### config.mk
export PLATFORM = sky130hd
export DESIGN_NAME = serial_tagger
export DESIGN_NICKNAME = d
export VERILOG_FILES = /design/src/rtl/serial_tagger.sv
export SDC_FILE = /design/constraint.sdc
export NUM_CORES = 1
export LEC_CHECK = 0
export CORE_UTILIZATION = 49
export DETAILED_ROUTE_END_ITERATION = 10
export PLACE_DENSITY_LB_ADDON = 0.05
export SYNTH_ARGS = -nofsm -noshare
export SYNTH_HDL_FRONTEND = slang
export SYNTH_SLANG_ARGS = --single-unit
### constraint.sdc
create_clock -name clk -period 4.6 [get_ports clk]
set_clock_uncertainty 0.1 [all_clocks]
set_input_delay 1.38 -clock clk [delete_from_list [all_inputs] [get_ports clk]]
set_output_delay 1.38 -clock clk [all_outputs]
set_load 0.02 [all_outputs]
### src/rtl/serial_tagger.sv
// serial_tagger: stamps each in-order beat with a wrapping serial number and
// forwards it through a two-entry output stage (output register + skid).
// A credit counter limits beats in flight to DEPTH, so a serial is never reused
// while the reorder buffer downstream still holds a beat carrying it.
module serial_tagger #(
   parameter type data_t       = logic [31:0],
   parameter int  KEEP_WIDTH   = 4,
   parameter int  DEPTH        = 8,
   parameter int  SERIAL_WIDTH = $clog2(DEPTH)
) (
   input  logic                    clk,
   input  logic                    rst_n,
   // untagged input stream
   input  data_t                   in_data,
   input  logic [KEEP_WIDTH-1:0]   in_keep,
   input  logic                    in_last,
   input  logic                    in_valid,
   output logic                    in_ready,
   // tagged output stream
   output data_t                   out_data,
   output logic [KEEP_WIDTH-1:0]   out_keep,
   output logic                    out_last,
   output logic [SERIAL_WIDTH-1:0] out_tag,
   output logic                    out_valid,
   input  logic                    out_ready,
   // credit return from the reorder buffer
   input  logic                    retire,
   output logic [SERIAL_WIDTH:0]   outstanding,
   output logic                    underflow
);

   // Reject parameter sets where the tag space does not match the window.
   if ((DEPTH < 2) || (DEPTH != (1 << SERIAL_WIDTH))) begin : g_bad_params
      $error("serial_tagger: DEPTH must be a power of two >= 2 and equal 2**SERIAL_WIDTH");
   end

   localparam logic [SERIAL_WIDTH:0] CREDIT_MAX = (SERIAL_WIDTH + 1)'(DEPTH);

   typedef struct packed {
      data_t                   data;
      logic [KEEP_WIDTH-1:0]   keep;
      logic                    last;
      logic [SERIAL_WIDTH-1:0] tag;
   } beat_t;

   beat_t                   out_reg;
   beat_t                   skid_reg;
   beat_t                   new_beat;
   logic                    skid_valid;
   logic [SERIAL_WIDTH-1:0] serial;
   logic                    accept;
   logic                    slot_free;

   // in_ready depends only on registers and reset, never on out_ready.
   assign in_ready  = rst_n && !skid_valid && (outstanding != CREDIT_MAX);
   assign accept    = in_valid && in_ready;
   assign slot_free = !out_valid || out_ready;

   assign new_beat.data = in_data;
   assign new_beat.keep = in_keep;
   assign new_beat.last = in_last;
   assign new_beat.tag  = serial;

   assign out_data = out_reg.data;
   assign out_keep = out_reg.keep;
   assign out_last = out_reg.last;
   assign out_tag  = out_reg.tag;

   // Occupancy of the output register and skid, plus the serial counter.
   // NOTE: reset is synchronous, so rst_n is sampled inside the posedge block and
   // stays out of the sensitivity list; state uses <= so every register in the
   // block sees pre-edge values regardless of statement order.
   always_ff @(posedge clk) begin
      if (!rst_n) begin
         out_valid  <= 1'b0;
         skid_valid <= 1'b0;
         serial     <= '0;
      end else begin
         if (slot_free) begin
            if (skid_valid) begin
               out_valid  <= 1'b1;
               skid_valid <= 1'b0;
            end else begin
               out_valid <= accept;
            end
         end else if (accept) begin
            skid_valid <= 1'b1;
         end
         if (accept) begin
            serial <= serial + 1'b1;
         end
      end
   end

   // Payload movement through the output register and skid.
   // NOTE: payload registers are deliberately not reset; the valid flags above
   // qualify them, and leaving them out of reset keeps the reset net small.
   always_ff @(posedge clk) begin
      if (slot_free) begin
         if (skid_valid) begin
            out_reg <= skid_reg;
         end else if (accept) begin
            out_reg <= new_beat;
         end
      end else if (accept) begin
         skid_reg <= new_beat;
      end
   end

   // Credit counter: +1 per accept, -1 per retire, sticky flag on retire at zero.
   always_ff @(posedge clk) begin
      if (!rst_n) begin
         outstanding <= '0;
         underflow   <= 1'b0;
      end else begin
         case ({accept, retire})
            2'b10:   outstanding <= outstanding + 1'b1;
            2'b01:   if (outstanding != '0) outstanding <= outstanding - 1'b1;
            default: ;
         endcase
         if (retire && (outstanding == '0)) begin
            underflow <= 1'b1;
         end
      end
   end

endmodule

Word-level counts from Yosys, hierarchy flattened. Index checks and enable logic that the tools add are counted.

Register bits after elaboration: 90. Bits in latches: 0. Memory bits (writable): 0. ROM bits: 0. Input port bits: 42. Memories: 0.

Add/sub/neg operators: 3. $mul: 0. Divide/modulo/power cells: 0. $lt $le $gt $ge: 0. Equal/unequal tests: 4. Shift-type cells: 0. Mux-type cells: 5. Bitwise logic cells: 2. Reduce and logical (&&, ||, !) cells: 15.

Operator list (number): 40-bit two-way mux (2); 4-bit one-hot mux with 2 select lines (1); 2-bit AND reduction (3); 4-bit by 1-bit adder with 4-bit output, second input constant (1); 1-bit logical AND (4); 4-bit logical NOT (1); 4-bit two-way mux (1); 4-bit inequality test, second input constant (1); 2-bit nonzero test (2); 4-bit nonzero test (1); 4-bit by 1-bit subtractor with 4-bit output, second input constant (1); 3-bit by 1-bit adder with 3-bit output, second input constant (1); 2-bit by 1-bit == test with 1-bit output, second input constant (1); 2-bit == test, second input constant (1); 1-bit logical NOT (2); 2-bit inequality test, second input constant (1); 1-bit NOT (2); 2-bit OR reduction (1); 1-bit logical OR (1); 1-bit two-way mux (1).

Longest topological paths before layout.
Word-level depth: 7. Gate-level depth with buffers: 10.

Worst setup path after synthesis. OpenSTA, ideal clock, no wires.

Kind: input port to flip-flop. Start point: input in_valid. End point: register out_reg, in the netlist out_data[0], enable pin. Setup time: 0.437 ns. Data arrival time: 3.516 ns. Setup slack: 0.547 ns. Cell stages on the path: 4. Path through: nand3b_1 -> a21oi_1 -> nor2_1 -> nor2_1.

Longest elaborated chain between the ends: 3.

Ends and longest elaborated chain: from (decl) (line 17) `input logic in_valid,`; 1-bit logical AND (line 56) `assign accept = in_valid && in_ready;`; 2-bit nonzero test (no source line); 2-bit AND reduction (no source line); to (signal assigned) (line 101) `out_reg <= skid_reg;`; to (signal assigned) (line 103) `out_reg <= new_beat;`; to (decl) (line 46) `beat_t out_reg;`.

Every way passes these cells. A chain may end at the register's enable or synchronous reset.

Worst setup path after layout.
Start point: input rst_n. End point: output in_ready.

Longest elaborated chain between the ends: 2.

Ends and longest elaborated chain: from (decl) (line 12) `input logic rst_n,`; 1-bit logical AND (2 in series) (line 55) `assign in_ready = rst_n && !skid_valid && (outstanding != CREDIT_MAX);`; to (decl) (line 18) `output logic in_ready,`.

Every way passes these cells.

==> impl_metrics.toml <==
[outcome]
status = "finished clean"

[pwr]
pwr-share-clk_pct = 25.4
vdd_drop_max_uv = 255
seq_power_share_pct = 53.5
net-switching-power_uw = 500
power.share.combinational_pct = 21.2
p_leak_uw = 0.00160
pwr_density_cell_mw_per_mm2 = 387
switching_share_pct = 27.1
design_power_total_uw = 1840
internal_power_uw = 1340

[cts]
cts_buffer_depth = 2
post_cts_resize_count = 0
hold_buffers = 0
clk_pin_slew_ns = 0.08
post_cts_buffers = 0
clkLatencyLatePin_ns = 0.34
cts_tree = "done"
cts-root-buf = "clkbuf_8"
cts_sinks = 90
cts_buffers = 9
cts-htree-levels = 3

[worst_setup_path]
cp_top_family = "buffers and inverters"
cp_data_arrival_time_ns = 2.74
endpoint_kind = "primary output"
timing_worst_setup_path_type = "input pin to primary output"
path_buf_inv = 3
worstSetupStartpointType = "input pin"
worstPathCellList = "clkdlybuf4s50_1 -> inv_1 -> nor3b_1 -> clkdlybuf4s50_1"
crit_required_ns = 3.12
crit_slowest_cell = "clkdlybuf4s50_1"
crit_top_cell = "clkdlybuf4s50_1"
cp_slowest_stage_delay_ns = 0.63
cp_max_fo = 3

[synthesis]
ys_ff_latch = 90
synth_top_family_by_area = "multiplexers"
synthDistinctLibCells = 41
ys_top_cells_by_area = "edfxtp_1 67%, mux2_2 13%, dfxtp_1 5.6%"
synthFlopType = "edfxtp_1"
synth_simple_gate_area_share_pct = 5.60
ys_seq_area_share_pct = 72.8
synth_nets = 252
synth_compound_area_share_pct = 4.13
syn_avg_cell_area_um2 = 17.4
synthAdderAreaFrac_pct = 1.61
synth-async-reset-ratio_pct = 0
synth_top_area_share_pct = 67.2
synth_largest_area_cell = "edfxtp_1"
syn-instance-count = 206
synth_xor_area_share_pct = 0.735
yosys_warnings = 0
synth_mux_area_share_pct = 13.5
synth_area_mm2 = 0.00358
synth_edf_count = 80

[die]
rows = 30
die_x_um = 87.4
core_mm2 = 0.00691
start_util_pct = 51.8
die-area_mm2 = 0.00764
pin_count = 89
die_h_um = 87.4

[grt]
grt_use_total_pct = 17.7
antenna_found_initial = 0
busiest_layer = "met2"
globalRouteMet1Util_pct = 22.0
grtUsageMet2_pct = 28.6
grt_max_degree = 48
use_met3_pct = 4.74
grt_pass1_wl_um = 9920
grt_pass1_vias = 2026
grt_overflow_total = 0

[run]
max-cap-violations = 0

[routing]
vias = 2067
drt_iter0_markers = 92
route.detailed.drc = 0
ant_nets = 0
post_drt_wl_per_cell_um = 15.6
via_per_inst = 5.13
routed_wl_um = 6290
dr.pass1.iters = 4

[sta]
setup_ws_ns = 0.385
min_period_over_period_pct = 91.6
rsz0062_at_grt = "no"
setup_violations = 0
slew_violations = 0
setup_tns_ns = 0
finalHoldViolations = 0
slew_headroom_pct = 54.4
fin_crit_ns = 4.22
fmax_mhz = 237
worstMarginPinSlew_ns = 0.679

[placed_design]
dp_hpwl_um = 4120
gp_congestion = 0.862
port_buffers = 88
pre_cts_slack_ns = 0.378

[finish]
diodes = 0
largest_register_ffs = 40
syn2layout_area_growth_pct = 33.1
layout.nets = 348
drive_above_1_share_pct = 22.8

[hold_path]
hp-class = "flip-flop to flip-flop"
per-layer routing:
metal,part of all wire (%),up-vias
met5,0,-
met4,2.4,0
met3,4.4,13
met2,49,64
met1,45,999
li1,-,991
area by class of cell:
| cell class | count | area, µm² |
|---|---|---|
| Tap cell | 96 | 120 |
| Fill cell | 534 | 2150 |
| Clock buffer | 10 | 128 |
| Inverter | 4 | 15.0 |
| Sequential cell | 90 | 2600 |
| Clock inverter | 6 | 41.3 |
| Multi-Input combinational cell | 104 | 922 |
| Timing Repair Buffer | 93 | 931 |
cells by family after synthesis:
group,after synthesis
flip-flops,90
multiplexers,43
AND/OR/NAND/NOR,35
AO/OA/AOI/OAI,19
buffers and inverters,12
adder cells (fa/ha/maj),4
XOR/XNOR,3
Yosys cell counts, drive strengths merged (2+ instances only):
library cell and instances:
a211oi 2, a21oi 5, a22oi 2, and2 2
buf 6, clkbuf 2, dfxtp 10, edfxtp 80
ha 3, inv 4, mux2 42, nand2 10
nand3 2, nand3b 3, nand4b 2, nor2 7
o21ai 2, o311ai 2, xnor2 3
cell usage in the layout, fill, tap and decap left out, drive strengths merged, types with 2 or more instances in the layout:
cell type	netlist	routed
xnor2	3	3
nand4b	2	2
nand2	10	10
clkbuf	2	10
clkinv	0	2
mux2	42	42
nand3	2	2
buf	6	5
clkdlybuf4s50	0	88
and2	2	2
a21oi	5	5
edfxtp	80	80
a211oi	2	2
ha	3	3
o21ai	2	2
a22oi	2	2
nand3b	3	3
o311ai	2	2
clkinvlp	0	3
inv	4	5
dfxtp	10	10
nor2	7	7
through the flow:
| step | cells | instance area (µm²) | utilization, % | hold slack [ns] |
|---|---|---|---|---|
| final | 403 | 4760 | 68.9 | 0.397 |
| after global routing | 403 | 4760 | 68.9 | 0.438 |
| after CTS | 403 | 4760 | 68.9 | 0.413 |
| after global placement | 387 | 4590 | 66.5 | 0.359 |
| after floorplan | 206 | 3580 | - | 0.347 |
| after detailed placement | 387 | 4590 | 66.5 | 0.384 |
worst register-to-register path, stage by stage, from the launching register on:
cell,delay [ns]
dfxtp_1,0.50
or4b_1,0.67
nand2_2,0.19
nand2_1,0.09
fa_1,0.48
o311ai_0,0.32
o21ai_0,0.15
a211oi_1,0.24
path summary, 6_finish.rpt:
path,start,endpoint,slack (ns),depth (start not counted)
setup / recovery,rst_n,in_ready,0.38,4
hold / removal,serial[2],skid_reg[2],0.40,0
setup reg to reg,outstanding[3],outstanding[1],1.77,7
hold reg to reg,serial[2],skid_reg[2],0.40,0
power by group through the flow:
stage / logic, µW / registers (µW) / clock network [µW]
floorplan: 175 / 1050 / 0
detailed placement: 392 / 1000 / 0
CTS: 394 / 986 / 487
global placement: 387 / 1000 / 0
global route: 423 / 993 / 512
finish: 390 / 985 / 467
Note: power is estimated with default switching activity, not from simulation.
